## config.mk

```make
export PLATFORM = sky130hd
export DESIGN_NAME = iir_biquad_seq
export DESIGN_NICKNAME = d
export VERILOG_FILES = /design/src/rtl/iir_biquad_seq_pkg.sv /design/src/rtl/iir_biquad_seq_mac_round.sv /design/src/rtl/iir_biquad_seq.sv
export SDC_FILE = /design/constraint.sdc
export NUM_CORES = 2
export LEC_CHECK = 0
export BUFFER_PORTS_ARGS = -buffer_cell sky130_fd_sc_hd__buf_2
export CAP_MARGIN = 20
export CORE_UTILIZATION = 45
export DETAILED_ROUTE_END_ITERATION = 16
export GPL_TIMING_DRIVEN = 0
export HOLD_SLACK_MARGIN = 0.12
export PLACE_DENSITY = 0.6
export SKIP_CTS_REPAIR_TIMING = 1
export SLEW_MARGIN = 5
export SYNTH_ARGS = -nofsm -noshare
export SYNTH_HDL_FRONTEND = slang
export SYNTH_SLANG_ARGS = --single-unit
```

## constraint.sdc

```tcl
create_clock -name clk -period 12.2 [get_ports clk]
set_input_delay 0.61 -clock clk [delete_from_list [all_inputs] [get_ports clk]]
set_output_delay 0.61 -clock clk [all_outputs]
set_load 0.01 [all_outputs]
```

## src/rtl/iir_biquad_seq_pkg.sv

```systemverilog
// Shared constants and types for the time-multiplexed biquad cascade engine.
package iir_biquad_seq_pkg;

  localparam int unsigned N_SEC  = 5;           // biquad sections
  localparam int unsigned DW     = 16;          // sample width, Q1.15
  localparam int unsigned CW     = 16;          // coefficient width, Q2.14
  localparam int unsigned AW     = 40;          // accumulator width
  localparam int unsigned FRAC   = 14;          // product shift
  localparam int unsigned N_ADDR = 5 * N_SEC;   // coefficient ROM depth
  localparam int unsigned ADDR_W = 5;
  localparam int unsigned SEC_W  = 3;
  localparam int unsigned SLOT_W = 3;

  typedef enum logic [1:0] {
    IDLE = 2'd0,
    RUN  = 2'd1,
    DONE = 2'd2
  } state_e;

  // MAC slot within a section, equal to coefficient address mod 5
  localparam logic [SLOT_W-1:0] SLOT_B0 = 3'd0;
  localparam logic [SLOT_W-1:0] SLOT_B1 = 3'd1;
  localparam logic [SLOT_W-1:0] SLOT_B2 = 3'd2;
  localparam logic [SLOT_W-1:0] SLOT_A1 = 3'd3;
  localparam logic [SLOT_W-1:0] SLOT_A2 = 3'd4;

endpackage

```

## src/rtl/iir_biquad_seq_mac_round.sv

```systemverilog
// Combinational MAC step: signed multiply, add/sub into the accumulator,
// round half up, arithmetic shift, then saturate (IIR_SAT_EN) or wrap.
module iir_mac_round
  import iir_biquad_seq_pkg::*;
(
  input  logic signed [AW-1:0] acc_i,
  input  logic signed [DW-1:0] data_i,
  input  logic signed [CW-1:0] coeff_i,
  input  logic                 sub_i,
  output logic signed [AW-1:0] acc_o,
  output logic        [DW-1:0] y_o
`ifdef IIR_SAT_EN
  ,
  output logic                 clamp_o
`endif
);

  localparam logic signed [AW-1:0] RND = AW'(1 << (FRAC - 1));

  logic signed [DW+CW-1:0] prod;
  logic signed [AW-1:0]    prod_ext;
  logic signed [AW-1:0]    rnd;

  // Multiply, accumulate and add the rounding constant
  always_comb begin
    prod     = data_i * coeff_i;
    prod_ext = {{(AW-DW-CW){prod[DW+CW-1]}}, prod};
    acc_o    = sub_i ? (acc_i - prod_ext) : (acc_i + prod_ext);
    rnd      = acc_o + RND;
  end

`ifdef IIR_SAT_EN
  logic signed [AW-1:0] shifted;
  logic        [AW-DW:0] hi;

  // Clamp to the Q1.15 range when the bits above the sign are not a pure extension
  always_comb begin
    shifted = rnd >>> FRAC;
    hi      = shifted[AW-1:DW-1];
    clamp_o = (hi != '0) && (hi != '1);
    y_o     = clamp_o ? {shifted[AW-1], {(DW-1){~shifted[AW-1]}}} : shifted[DW-1:0];
  end
`else
  // Two's-complement wrap: keep the low DW bits of the shifted result
  always_comb begin
    y_o = DW'(rnd >>> FRAC);
  end
`endif

endmodule

```

## src/rtl/iir_biquad_seq.sv

```systemverilog
// 5-section Direct-Form-I biquad cascade, one MAC per cycle against an
// external combinational coefficient ROM. Optional macro IIR_SAT_EN selects
// saturating section outputs and adds the sticky ovf port.
module iir_biquad_seq
  import iir_biquad_seq_pkg::*;
(
  input  logic              clk,
  input  logic              rst_n,
  input  logic              in_valid,
  output logic              in_ready,
  input  logic [DW-1:0]     in_data,
  output logic [ADDR_W-1:0] coeff_addr,
  input  logic [CW-1:0]     coeff,
  output logic              out_valid,
  input  logic              out_ready,
  output logic [DW-1:0]     out_data,
`ifdef IIR_SAT_EN
  output logic              ovf,
`endif
  output logic              busy
);

  state_e                  state_q, state_d;
  logic [ADDR_W-1:0]       addr_q, addr_d;
  logic [SLOT_W-1:0]       slot_q, slot_d;
  logic [SEC_W-1:0]        sec_q, sec_d;
  logic signed [AW-1:0]    acc_q, acc_d, acc_next;
  logic signed [DW-1:0]    s_q, s_d;
  logic signed [DW-1:0]    x1_q [N_SEC];
  logic signed [DW-1:0]    x1_d [N_SEC];
  logic signed [DW-1:0]    x2_q [N_SEC];
  logic signed [DW-1:0]    x2_d [N_SEC];
  logic signed [DW-1:0]    y1_q [N_SEC];
  logic signed [DW-1:0]    y1_d [N_SEC];
  logic signed [DW-1:0]    y2_q [N_SEC];
  logic signed [DW-1:0]    y2_d [N_SEC];
  logic [DW-1:0]           out_data_q, out_data_d;
  logic                    out_valid_q, out_valid_d;
  logic                    in_ready_q, in_ready_d;
  logic                    busy_q, busy_d;
  logic signed [DW-1:0]    operand;
  logic                    sub_op;
  logic [DW-1:0]           y;
`ifdef IIR_SAT_EN
  logic                    ovf_q, ovf_d;
  logic                    clamp;
`endif

  // Select the MAC operand for the current slot of the current section
  always_comb begin
    operand = s_q;
    sub_op  = 1'b0;
    case (slot_q)
      SLOT_B1: operand = x1_q[sec_q];
      SLOT_B2: operand = x2_q[sec_q];
      SLOT_A1: begin operand = y1_q[sec_q]; sub_op = 1'b1; end
      SLOT_A2: begin operand = y2_q[sec_q]; sub_op = 1'b1; end
      default: operand = s_q;
    endcase
  end

  iir_mac_round u_mac (
    .acc_i   (acc_q),
    .data_i  (operand),
    .coeff_i (coeff),
    .sub_i   (sub_op),
    .acc_o   (acc_next),
    .y_o     (y)
`ifdef IIR_SAT_EN
    ,
    .clamp_o (clamp)
`endif
  );

  // FSM next state, counters, history updates and registered outputs
  always_comb begin
    state_d    = state_q;
    addr_d     = addr_q;
    slot_d     = slot_q;
    sec_d      = sec_q;
    acc_d      = acc_q;
    s_d        = s_q;
    x1_d       = x1_q;
    x2_d       = x2_q;
    y1_d       = y1_q;
    y2_d       = y2_q;
    out_data_d = out_data_q;
`ifdef IIR_SAT_EN
    ovf_d      = ovf_q;
`endif
    case (state_q)
      IDLE: begin
        if (in_valid && in_ready_q) begin
          state_d = RUN;
          s_d     = in_data;
          addr_d  = '0;
          slot_d  = SLOT_B0;
          sec_d   = '0;
          acc_d   = '0;
`ifdef IIR_SAT_EN
          ovf_d   = 1'b0;
`endif
        end
      end
      RUN: begin
        addr_d = addr_q + ADDR_W'(1);
        if (slot_q == SLOT_A2) begin
          // Section finished: shift its history and feed y to the next section
          x2_d[sec_q] = x1_q[sec_q];
          x1_d[sec_q] = s_q;
          y2_d[sec_q] = y1_q[sec_q];
          y1_d[sec_q] = y;
          s_d         = y;
          acc_d       = '0;
          slot_d      = SLOT_B0;
          sec_d       = sec_q + SEC_W'(1);
`ifdef IIR_SAT_EN
          if (clamp) ovf_d = 1'b1;
`endif
          if (sec_q == SEC_W'(N_SEC - 1)) begin
            state_d    = DONE;
            out_data_d = y;
            addr_d     = '0;
            sec_d      = '0;
          end
        end else begin
          acc_d  = acc_next;
          slot_d = slot_q + SLOT_W'(1);
        end
      end
      DONE: begin
        if (out_ready) state_d = IDLE;
      end
      default: state_d = IDLE;
    endcase
    in_ready_d  = (state_d == IDLE);
    out_valid_d = (state_d == DONE);
    busy_d      = (state_d != IDLE);
  end

  // State and history registers; reset aborts any sample in flight
  always_ff @(posedge clk or negedge rst_n) begin
    if (!rst_n) begin
      state_q     <= IDLE;
      addr_q      <= '0;
      slot_q      <= '0;
      sec_q       <= '0;
      acc_q       <= '0;
      s_q         <= '0;
      out_data_q  <= '0;
      out_valid_q <= 1'b0;
      in_ready_q  <= 1'b1;
      busy_q      <= 1'b0;
`ifdef IIR_SAT_EN
      ovf_q       <= 1'b0;
`endif
      for (int unsigned i = 0; i < N_SEC; i++) begin
        x1_q[i] <= '0;
        x2_q[i] <= '0;
        y1_q[i] <= '0;
        y2_q[i] <= '0;
      end
    end else begin
      state_q     <= state_d;
      addr_q      <= addr_d;
      slot_q      <= slot_d;
      sec_q       <= sec_d;
      acc_q       <= acc_d;
      s_q         <= s_d;
      out_data_q  <= out_data_d;
      out_valid_q <= out_valid_d;
      in_ready_q  <= in_ready_d;
      busy_q      <= busy_d;
`ifdef IIR_SAT_EN
      ovf_q       <= ovf_d;
`endif
      x1_q        <= x1_d;
      x2_q        <= x2_d;
      y1_q        <= y1_d;
      y2_q        <= y2_d;
    end
  end

  assign in_ready   = in_ready_q;
  assign out_valid  = out_valid_q;
  assign out_data   = out_data_q;
  assign coeff_addr = addr_q;
  assign busy       = busy_q;
`ifdef IIR_SAT_EN
  assign ovf        = ovf_q;
`endif

endmodule

```

==> implementation parameters <==
Parameter                              Value

Route
  Antenna viol nets, final ... 0
  DRC violation count after routing ... 0
  Average wire per standard cell ... 24.1 um
  Routed vias/inst ... 5.90
  Count of routing violations after the opening detailed-route iteration ... 2633
  Detailed-route wire length ... 103 mm
  Overall via count from detail_route ... roughly 25000
  Number of iterations in the first detailed-routing pass ... 6

Die
  Starting utilization of the core area ... 0.455
  Core footprint ... 65900 sq um
  Die extent in x ... about 260 um
  Height of the chip ... roughly 260 um
  Floorplan die area ... 67600 sq um
  I/O pin cnt ... 60
  Std-Cell Rows ... 94

Layout
  Leading cell type in the layout, fill and taps excluded ... sky130_fd_sc_hd__nand2_1
  Total area of sequential cells ... ~10000 sq um
  Cell area after layout ... 34800 sq um
  Net total in the final layout ... 3774
  Commonest cells after routing, fill and taps aside ... sky130_fd_sc_hd__nand2_1 (530), sky130_fd_sc_hd__dfrtp_1 (397), sky130_fd_sc_hd__o21ai_0 (311), sky130_fd_sc_hd__inv_1 (309), sky130_fd_sc_hd__fa_1 (249)
  Fill cell instance count of the final layout ... 5965
  Multi-input logic area ... 19300 sq um
  Area grow syn2layout ... 16.2%
  Fraction of layout cells with a size suffix above 1 ... 0.148

Synthesis
  Synthesized area ... 30000 sq um
  Fraction of synthesis flops using an asynchronous set or reset pin ... 1.00
  Register bit total from synthesis ... just under 400
  Number of library cell types mapped by synthesis ... 91
  Post-Synth Simple-Gate Area ... 0.152
  Most used DFF post-synth ... sky130_fd_sc_hd__dfrtp_1
  Yosys top cell by area ... sky130_fd_sc_hd__dfrtp_1
  Post-synthesis sequential area ratio ... 0.332
  Main combinational cell family by area after synthesis ... adder cells
  Number of nets produced by synthesis ... approximately 3600
  Compound-Gate Fraction of Synth Area ... 0.147
  Post-synthesis area per instance ... between 9 and 10 sq um
  Syn. warnings ... 0
  Synth Instances ... between 3000 and 4000
  Largest cells by area after synthesis ... sky130_fd_sc_hd__dfrtp_1 (33%), sky130_fd_sc_hd__fa_1 (17%), sky130_fd_sc_hd__nand2_1 (6.7%)
  Mux cell area share after synthesis ... 0.0609
  Parity-gate share of the synthesized area counting xor and xnor cells ... 0.0302
  Count of flip-flops with a built-in enable after synthesis ... 0
  Fraction of synthesized cell area taken by the top area cell type ... 0.332
  Adder-Cell Fraction of Synth Area ... 0.216

Clocking
  CTS clock-pin slew for the worst setup and hold paths ... around 60 ps
  H-tree depth ... 2
  CTS tree ... done
  TritonCTS Buffers ... 45
  Buffer depth of the longest clock path ... 3
  Clock Sinks ... 398
  Clock insertion delay at the later pin of the skew report ... 620 ps
  Clock Tree Root ... sky130_fd_sc_hd__clkbuf_16

Global route
  First-pass GRT wire length ... 156 mm
  Aggregate global routing overflow ... 0
  Maximum number of pins on one net before global-route repair ... 110
  Initial antenna violation count ... 0
  Global-route usage over all layers ... 0.308
  Number of global-route vias before repair ... 25300

Critical path
  WP buf/inv ... 10
  Kind of end point of the critical path ... flip-flop
  Data required time at the worst endpoint ... 12640 ps
  Slowest cell on the critical path ... sky130_fd_sc_hd__fa_1
  Cell occurring most often along the worst timing path ... sky130_fd_sc_hd__fa_1
  Classification of the worst setup path ... flip-flop to flip-flop
  Largest stage delay, worst path ... 640 ps
  Maximum fanout along the worst path ... 10
  Critical Path AT ... 12430 ps
  Worst setup SP type ... flip-flop
  CP top delay family ... adder cells

Flow run
  # Max-Cap Violations ... 0

STA
  Fin crit period ... 11990 ps
  Post-route clock period utilization ... 0.983
  Relative slew margins ... 0.237
  Max Freq ... around 83 MHz
  Number of slew-limit violations in the final report ... 0
  Number of failing setup endpoints in the final timing report ... 0
  Least-Margin Pin Slew ... 1140 ps
  Layout Skew ... 44.6 ps
  Hold Fails Final Rpt ... 0

Placement
  Post-place instance area ... 31400 sq um
  PortBufs ... 59
  Placer congestion estimate ... 0.995
  Final HPWL from detailed placement ... 76.8 mm

Status
  Status ... finished, final reports clean

Min path
  Min-Delay Path Class ... input pin to flip-flop
-- Yosys cell counts, types with 30 or more instances --
master and number:
sky130_fd_sc_hd__nor2_1 141, sky130_fd_sc_hd__nand2_1 533, sky130_fd_sc_hd__dfrtp_1 397, sky130_fd_sc_hd__inv_1 309
sky130_fd_sc_hd__mux2_2 81, sky130_fd_sc_hd__clkbuf_1 152, sky130_fd_sc_hd__fa_1 249, sky130_fd_sc_hd__mux2i_1 55
sky130_fd_sc_hd__nor3_1 30, sky130_fd_sc_hd__xnor2_1 67, sky130_fd_sc_hd__a21oi_1 118, sky130_fd_sc_hd__and2_1 141
sky130_fd_sc_hd__o21ai_0 312, sky130_fd_sc_hd__ha_1 118
-- routing by layer --
| metal | global-route usage | vias up | wire [um] |
|---|---|---|---|
| li1 | - | 11100 | - |
| met1 | 0.411 | 12900 | 42700 |
| met2 | 0.490 | 1016 | 48000 |
| met3 | 0.0519 | 223 | 7370 |
| met4 | 0.139 | 0 | 4860 |
| met5 | 0 | - | 0 |
-- cell families (layout without fill, tap and decap cells) --
logic type	after synthesis	count (layout)
adder cells (fa/ha/maj)	367	367
multiplexers	154	154
AO/OA/AOI/OAI	717	717
buffers and inverters	489	680
XOR/XNOR	97	97
AND/OR/NAND/NOR	993	993
flip-flops	398	398
other	0	2
-- final cells by class --
cell class	count	share of cell area
multi-input cells	2328	0.554
flip-flops and latches	398	0.286
clock buffers	58	0.0369
inverters	313	0.0339
well taps	864	0.0311
plain buffers	171	0.0266
repair buffers	114	0.0232
clock inverters	24	0.00838
diodes	2	0.000144
-- worst min-delay path, delay by kind of cell --
kind / cells / cell delay, ps
buf+inv: 1 / 100
simple gates: 1 / 60
compound gates: 1 / 80
-- flip-flops by register name, indices dropped and copies added, names as in the netlist --
register,cells
acc_q,30
busy,1
coeff_addr,5
in_ready,1
out_data,16
out_valid,1
s_q,16
sec_q,3
slot_q,3
state_q,2
x1_q,80
x2_q,80
y1_q,80
y2_q,80
-- per-stage QoR --
| stage | TNS (ps) | instances | worst slack [ps] | hold WS (ps) | util |
|---|---|---|---|---|---|
| 6_report | 0 | 4272 | 205 | 286 | 0.528 |
| 4_1_cts | -251630 | 4223 | -3140 | 63.5 | 0.501 |
| 3_3_place_gp | -228930 | 4138 | -2940 | 454 | 0.476 |
| 5_1_grt | -2290 | 4270 | -165 | 299 | 0.528 |
| 3_5_place_dp | -246970 | 4141 | -3090 | 458 | 0.477 |
| 2_1_floorplan | 0 | 3215 | 1060 | 314 | - |
-- worst paths after layout --
check | from | endpoint | slack [ps] | depth (start not counted)
setup / recovery | sec_q[0] | y1_q[15] | 210 | 43
hold / removal | in_data[0] | s_q[0] | 290 | 3
setup reg to reg | sec_q[0] | y1_q[15] | 210 | 43
hold reg to reg | y1_q[43] | y1_q[43] | 470 | 2
max in group asynchronous | rst_n | y2_q[36] | 10120 | 4
min in group asynchronous | rst_n | y1_q[69] | 610 | 2
Power is left out: the tool's default activity adds up to more than one toggle a clock period on the data nets, which glitch-free logic cannot reach.
